--- src/rtl/sram_packet_fifo_if.sv ---
// Packet FIFO bus: write side (framing flags + data) and pop side
// (request, registered data/flags with one-cycle strobe).
//   slave  : FIFO view (takes writes/pops, drives ready/overflow/read data)
//   master : producer/consumer view (the opposite directions)
interface sram_packet_fifo_if #(
  parameter int fifo_data_width = 16
);
  logic                       wr_sop;
  logic                       wr_eop;
  logic                       wr_vld;
  logic [fifo_data_width-1:0] wr_data;
  logic                       next_data;
  logic                       ready;
  logic                       overflow;
  logic                       sop;
  logic                       eop;
  logic                       vld;
  logic [fifo_data_width-1:0] out_data;

  modport slave (
    input  wr_sop, wr_eop, wr_vld, wr_data, next_data,
    output ready, overflow, sop, eop, vld, out_data
  );

  modport master (
    output wr_sop, wr_eop, wr_vld, wr_data, next_data,
    input  ready, overflow, sop, eop, vld, out_data
  );
endinterface

--- src/rtl/sram_packet_fifo.sv ---
// Packet-aware single-clock FIFO in front of the SRAM controller.
// Each entry stores {data, sop, eop}; words pop as soon as stored.
// Ports:
//   clk  - sole clock, rising edge
//   rst  - asynchronous active-low reset
//   bus  - sram_packet_fifo_if.slave (write side, pop side, status)
module sram_packet_fifo #(
  parameter int fifo_data_width      = 16,
  parameter int fifo_num_of_priority = 8,   // carried for integration only
  parameter int fifo_length          = 32   // power of 2, >= 2
) (
  input  logic                     clk,
  input  logic                     rst,
  sram_packet_fifo_if.slave        bus
);
  localparam int AW = $clog2(fifo_length);
  localparam int EW = fifo_data_width + 2;
  localparam logic [AW:0] FULL_CNT = (AW+1)'(fifo_length);

  logic [EW-1:0]              mem_q [fifo_length];
  logic [AW-1:0]              wptr_q, wptr_d, rptr_q, rptr_d;
  logic [AW:0]                cnt_q, cnt_d;
  logic                       psop_q, psop_d;
  logic                       vld_q, sop_q, sop_d, eop_q, eop_d, ovf_q, ovf_d;
  logic [fifo_data_width-1:0] data_q, data_d;
  logic                       full, pop, wr_ok;

  assign full  = (cnt_q == FULL_CNT);
  assign pop   = bus.next_data && (cnt_q != '0);
  // A same-cycle pop frees the slot the write lands in.
  assign wr_ok = bus.wr_vld && (!full || pop);

  always_comb begin
    wptr_d = wptr_q;
    rptr_d = rptr_q;
    cnt_d  = cnt_q;
    psop_d = psop_q;
    data_d = data_q;
    sop_d  = sop_q;
    eop_d  = eop_q;
    ovf_d  = bus.wr_vld && !wr_ok;
    if (wr_ok) begin
      wptr_d = wptr_q + 1'b1;
      psop_d = 1'b0;
    end else if (bus.wr_sop && !bus.wr_vld) begin
      // sop seen ahead of its first word: hold it for the next write
      psop_d = 1'b1;
    end
    if (pop) begin
      rptr_d = rptr_q + 1'b1;
      {data_d, sop_d, eop_d} = mem_q[rptr_q];
    end
    case ({wr_ok, pop})
      2'b10:   cnt_d = cnt_q + 1'b1;
      2'b01:   cnt_d = cnt_q - 1'b1;
      default: cnt_d = cnt_q;
    endcase
  end

  // Storage is not reset; pointers/count define what is valid.
  // When full, write and pop hit the same slot; the pop reads the old entry.
  always_ff @(posedge clk) begin
    if (wr_ok) mem_q[wptr_q] <= {bus.wr_data, bus.wr_sop | psop_q, bus.wr_eop};
  end

  always_ff @(posedge clk or negedge rst) begin
    if (!rst) begin
      wptr_q <= '0;
      rptr_q <= '0;
      cnt_q  <= '0;
      psop_q <= 1'b0;
      vld_q  <= 1'b0;
      sop_q  <= 1'b0;
      eop_q  <= 1'b0;
      ovf_q  <= 1'b0;
      data_q <= '0;
    end else begin
      wptr_q <= wptr_d;
      rptr_q <= rptr_d;
      cnt_q  <= cnt_d;
      psop_q <= psop_d;
      vld_q  <= pop;
      sop_q  <= sop_d;
      eop_q  <= eop_d;
      ovf_q  <= ovf_d;
      data_q <= data_d;
    end
  end

  assign bus.ready    = rst && !full;
  assign bus.overflow = ovf_q;
  assign bus.vld      = vld_q;
  assign bus.sop      = sop_q;
  assign bus.eop      = eop_q;
  assign bus.out_data = data_q;
endmodule

--- src/flat_wrapper.sv ---
// flat-port wrapper written by rule: the top's interface ports become plain ports
module sram_packet_fifo_flat 
#(
  parameter int fifo_data_width      = 16,
  parameter int fifo_num_of_priority = 8,                                  
  parameter int fifo_length          = 32                      
)
  (clk, rst, bus_wr_sop, bus_wr_eop, bus_wr_vld, bus_wr_data, bus_next_data, bus_ready, bus_overflow, bus_sop, bus_eop, bus_vld, bus_out_data);
  sram_packet_fifo_if #(.fifo_data_width(fifo_data_width)) bus_i ();
  input  logic clk;
  input  logic rst;
  input wire logic [$bits(bus_i.wr_sop)-1:0] bus_wr_sop;
  input wire logic [$bits(bus_i.wr_eop)-1:0] bus_wr_eop;
  input wire logic [$bits(bus_i.wr_vld)-1:0] bus_wr_vld;
  input wire logic [$bits(bus_i.wr_data)-1:0] bus_wr_data;
  input wire logic [$bits(bus_i.next_data)-1:0] bus_next_data;
  output wire logic [$bits(bus_i.ready)-1:0] bus_ready;
  output wire logic [$bits(bus_i.overflow)-1:0] bus_overflow;
  output wire logic [$bits(bus_i.sop)-1:0] bus_sop;
  output wire logic [$bits(bus_i.eop)-1:0] bus_eop;
  output wire logic [$bits(bus_i.vld)-1:0] bus_vld;
  output wire logic [$bits(bus_i.out_data)-1:0] bus_out_data;
  assign bus_i.wr_sop = bus_wr_sop;
  assign bus_i.wr_eop = bus_wr_eop;
  assign bus_i.wr_vld = bus_wr_vld;
  assign bus_i.wr_data = bus_wr_data;
  assign bus_i.next_data = bus_next_data;
  assign bus_ready = bus_i.ready;
  assign bus_overflow = bus_i.overflow;
  assign bus_sop = bus_i.sop;
  assign bus_eop = bus_i.eop;
  assign bus_vld = bus_i.vld;
  assign bus_out_data = bus_i.out_data;
  sram_packet_fifo #(.fifo_data_width(fifo_data_width), .fifo_num_of_priority(fifo_num_of_priority), .fifo_length(fifo_length)) u_core (.clk(clk), .rst(rst), .bus(bus_i));
endmodule
--- config.mk ---
export PLATFORM = sky130hd
export DESIGN_NAME = sram_packet_fifo_flat
export DESIGN_NICKNAME = d
export VERILOG_FILES = /design/src/rtl/sram_packet_fifo_if.sv /design/src/rtl/sram_packet_fifo.sv /design/src/flat_wrapper.sv
export SDC_FILE = /design/constraint.sdc
export NUM_CORES = 1
export LEC_CHECK = 0
export CORE_AREA = 4 4 225 227
export CTS_BUF_LIST = sky130_fd_sc_hd__clkbuf_8
export CTS_CLUSTER_DIAMETER = 150
export DETAILED_ROUTE_END_ITERATION = 10
export DIE_AREA = 0 0 229 231
export PLACE_DENSITY = 0.77
export SYNTH_ARGS = -nofsm -noshare
export SYNTH_HDL_FRONTEND = slang
export SYNTH_SLANG_ARGS = --single-unit
--- constraint.sdc ---
create_clock -name clk -period 6.9 [get_ports clk]
set_input_delay 1.035 -clock clk [delete_from_list [all_inputs] [get_ports clk]]
set_output_delay 1.035 -clock clk [all_outputs]
set_load 0.02 [all_outputs]
==> results.md, run 1 <==
* Largest net degree at the start of global routing at 103
* Cts hold-fix bufs at 0
* DP HPWL at 32500 µm
* Primary FF master, synth: edfxtp_1
* Vias at 12300
* Die area at 0.0529 mm²
* Post-CTS setup buffer count at 0
* Filler cells at 3574
* Most common library cell in the layout ignoring fill and taps: edfxtp_1
* Post-route DRC at 0
* TNS Setup at 0 ns
* CP max FO at 18
* Ratio of cells with drive above 1 in the final layout at 21.8%
* Fin. max-slew vios at 0
* Yosys reg bits at 613
* # rows at 81
* Largest stage delay on the critical path at 1.02 ns
* Via density at 5.97
* Fin crit share at 54.4%
* HP Class: in -> async
* DIE WIDTH at 229 µm
* CP cell instances: clkdlybuf4s50_1 > inv_1 > a41oi_2 > nand2_1 > nor2_2
* GP Congestion at 0.854
* Fmax at 0.266 GHz
* Resized Gates After CTS at 0
* Antenna-violating nets left at 0
* Nets at 1387
* Wire length of the first global-routing pass at 80800 µm
* Worst-path clk slew at 0.06 ns
* Syn_nets at 1290
* Worst setup startpoint: bus_wr_vld
* Reg2Reg Depth at 13
* Area delta synth->final at 12.1%
* Status: finished, final reports clean
* Distinct cells, synth at 49
* Avg Cell Area, Syn at 19.2 µm²
* Commonest cells after routing, fill and taps aside: edfxtp_1 (576), mux2i_1 (162), clkbuf_8 (97)
* Critical path class: in -> reg
* Congestion Overflow GR at 0
* Critical Path RT at 7.18 ns
* Overall routing resource usage at 20.6%
* 1st-pass router iterations at 6
* RR Startpoint: u_core.cnt_q[0]$_DFFE_PN0P_
* I/O pin count at 43
* CTS root buffer: clkbuf_8
* Final setup skew at 0.0358 ns
* Clock Latency Late Sink at 0.67 ns
* Initial antenna violation count at 0
* Final hold vios at 0
* Critical path launch point type: input port
* Max-cap violations at 0
* Arrival time worst endpoint at 4.03 ns
* Final setup viols at 0
* CTS tree: yes
* DP Area at 0.0253 mm²
* EDFF count, synth at 576
* Post-Syn Area at 0.0241 mm²
* Most used routing layer: met2
* Post-Synthesis Cells at 1258
* Max clock buf depth at 3
* Slew headroom at 24.8%
* CP Capture Type: flop
* Leakage power at 9.13 nW
* Design Area, Final at 0.0271 mm²
* Drt total wl at 54600 µm
* M2 GR Usage at 34.3%
* Vias in the first global route at 12400
* Yosys warning count at 0
* Worst vdd ir at 0.376 mV
* Core area at 0.0486 mm²
* CP max-delay cell: nor2_2
* Routing usage on met1 at 27.0%
* TritonCTS Sinks at 613
* Period minus WS final at 3.76 ns
* ANT cells at 0
* Power Density at 397 mW/mm²
* Die Y at 231 µm
* Starting Density at 49.6%
* Drt wl/cell at 26.6 µm
* Worst slew pin tran at 1.12 ns
* Cts bufs inserted at 92
* M3 GR Usage at 4.90%
* Register area share after synthesis at 75.5%
* Post-synth ARST share at 6.04%
* RSZ-0062 raised after global routing: false
* Port bufs at 42
* Htree depth at 3
* Initial DRC count at 1365
==> worst max-delay path: cells and delay by family <==
kind,cells,cell delay [ns]
compound gates,1,0.53
buf+inv,2,0.76
simple gates,2,1.69
==> worst paths after layout <==
kind	endpoint	slack, ns
setup / recovery	u_core.mem_q[15][4]$_DFFE_PP_	3.14
hold / removal	u_core.bus.overflow$_DFF_PN0_	0.41
setup reg to reg	u_core.cnt_q[5]$_DFFE_PN0P_	3.38
hold reg to reg	u_core.psop_q$_DFFE_PN0P_	0.49
max in group asynchronous	u_core.rptr_q[1]$_DFFE_PN0N_	6.06
min in group clk	u_core.psop_q$_DFFE_PN0P_	0.49
==> registers in the layout, summed over array words and instances (netlist names) <==
signal and cells:
u_core.bus.sop 1, u_core.cnt_q 6, u_core.mem_q 576, u_core.bus.overflow 1
u_core.bus.eop 1, u_core.psop_q 1, u_core.wptr_q 5, u_core.bus.out_data 16
u_core.bus.vld 1, u_core.rptr_q 5
==> layout make-up <==
cell class	instances	area [µm²]	share of cell area, %
repair buffers	71	626	2.31
flip-flops and latches	613	18200	67.4
multi-input cells	567	5580	20.6
inverters	10	37.5	0.139
clock buffers	97	1340	4.93
well taps	622	778	2.88
clock inverters	73	465	1.72
==> synthesized netlist by cell type, types with 3 or more instances <==
cell      count  area, µm²
edfxtp_1    576      17300
mux2i_1     162       1620
mux4_2       73       1640
nor2_1       70        263
dfrtp_1      37        926
o22ai_1      36        225
nand2_1      35        131
clkbuf_1     25       93.8
a21oi_1      22        110
o21ai_0      21        105
buf_4        20        150
a211oi_1     18        135
a221oi_2     17        255
buf_2        17       85.1
nor4_1       17        106
o21a_1       17        128
o31ai_2      17        213
xnor2_1      11       96.3
ha_1          9        113
inv_1         9       33.8
nand3b_1      4       30.0
a21o_1        3       22.5
buf_1         3       11.3
mux2_1        3       33.8
nand3_1       3       15.0
nand4_1       3       18.8
==> routing by layer <==
layer | part of all wire (%) | up-vias
met5 | 0 | -
met4 | 3.0 | 0
met3 | 8.6 | 94
li1 | - | 5307
met2 | 51 | 586
met1 | 38 | 6270
==> through the flow <==
step	cells	hold WS (ns)	total power [mW]	utilization, %	worst slack [ns]
floorplan	1258	0.454	6.87	-	4.00
global placement	1883	0.478	7.87	51.9	2.63
detailed placement	1883	0.476	7.93	51.9	2.56
CTS	2053	0.393	10.8	55.6	3.23
global route	2053	0.428	11.2	55.6	3.08
finish	2053	0.405	10.7	55.6	3.14
==> kinds of logic after synthesis <==
family	count (synthesis)	share of synthesized area, %
AO/OA/AOI/OAI	159	5.24
XOR/XNOR	11	0.399
adder cells (fa/ha/maj)	10	0.549
buffers and inverters	78	1.72
flip-flops	613	75.5
multiplexers	241	13.9
AND/OR/NAND/NOR	146	2.77
==> power by group <==
| group | leakage, nW | switching [mW] | internal (mW) |
|---|---|---|---|
| logic | 2.46 | 1.91 | 1.28 |
| clock network | 1.04 | 1.37 | 1.50 |
| registers | 5.63 | 0.290 | 4.39 |
Power figures use the tool's default switching activity.
==> run 2, diff against run 1 <==
--- a/config.mk
+++ b/config.mk
@@ -10,7 +10,7 @@
 export CTS_CLUSTER_DIAMETER = 150
 export DETAILED_ROUTE_END_ITERATION = 10
 export DIE_AREA = 0 0 229 231
-export PLACE_DENSITY = 0.77
+export PLACE_DENSITY = 0.79
 export SYNTH_ARGS = -nofsm -noshare
 export SYNTH_HDL_FRONTEND = slang
 export SYNTH_SLANG_ARGS = --single-unit
==> constraint.sdc (replaced) <==
create_clock -name clk -period 3.42 [get_ports clk]
set_input_delay 0.513 -clock clk [delete_from_list [all_inputs] [get_ports clk]]
set_output_delay 0.513 -clock clk [all_outputs]
set_load 0.02 [all_outputs]
==> run 2 against run 1 <==
Clock skew fell by 0.012 ns; first-iteration DRC count rose by 12%; sequential cell count did not move; cell area rose by 1.0%; clock-buffer cell count fell by 2; wire length fell by 2.0%; sequential share of layout area fell by 0.68 points; cell count rose by 2.2%; combinational power rose by 110%; clock power rose by 82%; critical path depth did not move; worst setup slack got worse by 2.8 ns; critical path type is now reg -> out; largest cell class unchanged; largest power group unchanged.
==> results.md, run 2 (synthesized netlist as in run 1, its figures left out) <==
* Max-cap violations at 0 (unchanged)
* Via density at 5.98 (+0.23%)
* Htree depth at 3 (unchanged)
* Congestion Overflow GR at 0 (unchanged)
* Initial antenna violation count at 0 (unchanged)
* CP max-delay cell: clkdlybuf4s50_1
* Port bufs at 42 (unchanged)
* DP HPWL at 32900 µm (+1.1%)
* Worst slew pin tran at 0.744 ns (-0.373 ns)
* Critical path class: reg -> out
* Worst vdd ir at 0.357 mV (-5.1%)
* Cts bufs inserted at 88 (-4.3%)
* Most frequent cell on the critical path: and2_1
* Initial DRC count at 1523 (+12%)
* Fin util at 56.2% (+0.57 points)
* Drt wl/cell at 25.5 µm (-4.1%)
* DP Area at 0.0257 mm² (+1.9%)
* Largest stage delay on the critical path at 0.53 ns (-0.49 ns)
* Slew headroom at 50.3% (+25 points)
* Final hold vios at 0 (unchanged)
* DIE WIDTH at 229 µm (unchanged)
* Most common library cell in the layout ignoring fill and taps: edfxtp_1
* Placed instance count at 1939 (+3.0%)
* Drt total wl at 53500 µm (-2.0%)
* Final setup skew at 0.0234 ns (-0.0124 ns)
* Fin crit share at 89.8%
* Resized Gates After CTS at 0 (unchanged)
* CP Capture Type: primary output
* 1st-pass router iterations at 6 (unchanged)
* CTS tree: yes
* CTS root buffer: clkbuf_8
* TritonCTS Sinks at 613 (unchanged)
* Max reg flops at 576 (unchanged)
* Clock Latency Late Sink at 0.64 ns (-0.03 ns)
* Flop pwr share at 44.4% (+0.8 points)
* Final non-filler cell total at 2099 (+2.2%)
* Vias at 12600 (+2.5%)
* TNS Setup at 0 ns (unchanged)
* Starting Density at 49.6% (unchanged)
* Area delta synth->final at 13.2%
* RSZ-0062 raised after global routing: false
* Arrival time worst endpoint at 2.56 ns (-1.47 ns)
* I/O pin count at 43 (unchanged)
* Final setup viols at 0 (unchanged)
* Die area at 0.0529 mm² (unchanged)
* Overall routing resource usage at 20.2% (-0.43 points)
* Leakage power at 9.37 nW (+2.6%)
* Commonest cells after routing, fill and taps aside: edfxtp_1 (576), mux2i_1 (162), clkbuf_8 (95)
* Fin. max-slew vios at 0 (unchanged)
* Hold Slack at 0.492 ns (+0.0872 ns)
* NetSw at 7.04 mW (+97%)
* Nets at 1440 (+3.8%)
* Largest net degree at the start of global routing at 62 (-40%)
* Family with the most delay on the worst path: simple AND/OR/NAND/NOR gates
* Ratio of cells with drive above 1 in the final layout at 23.2% (+1.4 points)
* # rows at 81 (unchanged)
* Die Y at 231 µm (unchanged)
* Critical path launch point type: flop
* Core area at 0.0486 mm² (unchanged)
* Antenna-violating nets left at 0 (unchanged)
* WP buf/inv at 1 (-1)
* GP Congestion at 0.882 (+3.3%)
* Period minus WS final at 3.07 ns
* Critical Path RT at 2.91 ns (-4.27 ns)
* Post-route DRC at 0 (unchanged)
* Comb power frac at 31.2% (+1.5 points)
* Post-CTS setup buffer count at 0 (unchanged)
* Cts hold-fix bufs at 1 (+1)
* Fmax at 0.325 GHz
* Power Density at 778 mW/mm² (+96%)
* CP cell instances: nor4_2 > and2_1 > nand2_1 > and2_1 > clkdlybuf4s50_1
* Clock share of power at 24.5% (-2.2 points)
* Wire length of the first global-routing pass at 80300 µm (-0.70%)
* CP max FO at 5 (-13)
* ANT cells at 0 (unchanged)
* Worst-path clk slew at 0.07 ns (about the same)
* Pint at 14.2 mW (+98%)
* Max clock buf depth at 3 (unchanged)
* Design Area, Final at 0.0273 mm² (+1.0%)
* Vias in the first global route at 12800 (+2.8%)
* Status: finished, final reports clean
* Most flops, register: u_core.mem_q
* HP Class: in -> async
* Sw Ratio at 33.1% (-0.13 points)
## run 2: cell count changes in the layout (fill, tap and decap cells not counted), moves of 2 or more
cell,previous run,this run
bufinv_16,5,1
clkinv_2,15,3
clkdlybuf4s50_1,37,41
buf_4,28,81
buf_12,1,4
buf_2,5,1
clkbuf_8,97,95
inv_1,41,53
## run 2: power by group through the flow
stage	sequential [mW]	combinational, mW	clock, mW
3_3_place_gp	9.54	6.47	0
2_1_floorplan	9.30	4.55	0
3_5_place_dp	9.57	6.61	0
4_1_cts	9.42	6.64	5.30
6_report	9.44	6.63	5.21
5_1_grt	9.48	6.98	5.68
## run 2: tightest hold or removal path, delay by kind of cell
family,cells,cell delay [ns]
buffers and inverters,3,1.06
## run 2: final timing paths
path                       slack, ns                                   to  depth (start not counted)                                start
max                             0.35                            bus_ready                          5          u_core.cnt_q[0]$_DFFE_PN0P_
min                             0.49         u_core.rptr_q[3]$_DFFE_PN0N_                          3                                  rst
max reg2reg                     0.54          u_core.cnt_q[5]$_DFFE_PN0P_                         12          u_core.cnt_q[0]$_DFFE_PN0P_
min reg2reg                     0.49  u_core.bus.out_data[10]$_DFFE_PN0N_                          2  u_core.bus.out_data[10]$_DFFE_PN0N_
max in group asynchronous       2.53         u_core.rptr_q[0]$_DFFE_PN0N_                          3                                  rst
min in group clk                0.49  u_core.bus.out_data[10]$_DFFE_PN0N_                          2  u_core.bus.out_data[10]$_DFFE_PN0N_
## run 2: stage by stage
step	setup slack, ns	total power [mW]
after floorplan	0.856	13.9
after global placement	0.517	16.0
after detailed placement	0.431	16.2
after CTS	0.320	21.4
after global routing	0.211	22.1
final	0.348	21.3
## run 2: per-layer routing
metal  wire [µm]  up-vias  part of all wire, %  global-route usage, %
li1            -     5391                    -                      -
met1       20800     6420                   39                   27.1
met2       26700      640                   50                   33.7
met3        4450      109                  8.3                   3.97
met4        1580        0                  3.0                   6.58
met5           0        -                    0                      0
## run 2: area by class of cell
class | instances | area (µm²)
multi-input combinational | 567 | 5580
clock buffer | 95 | 1310
tap | 622 | 778
clock inverter | 64 | 283
sequential | 613 | 18200
inverter | 10 | 37.5
timing repair buffer | 128 | 1110
fill | 3484 | 21300
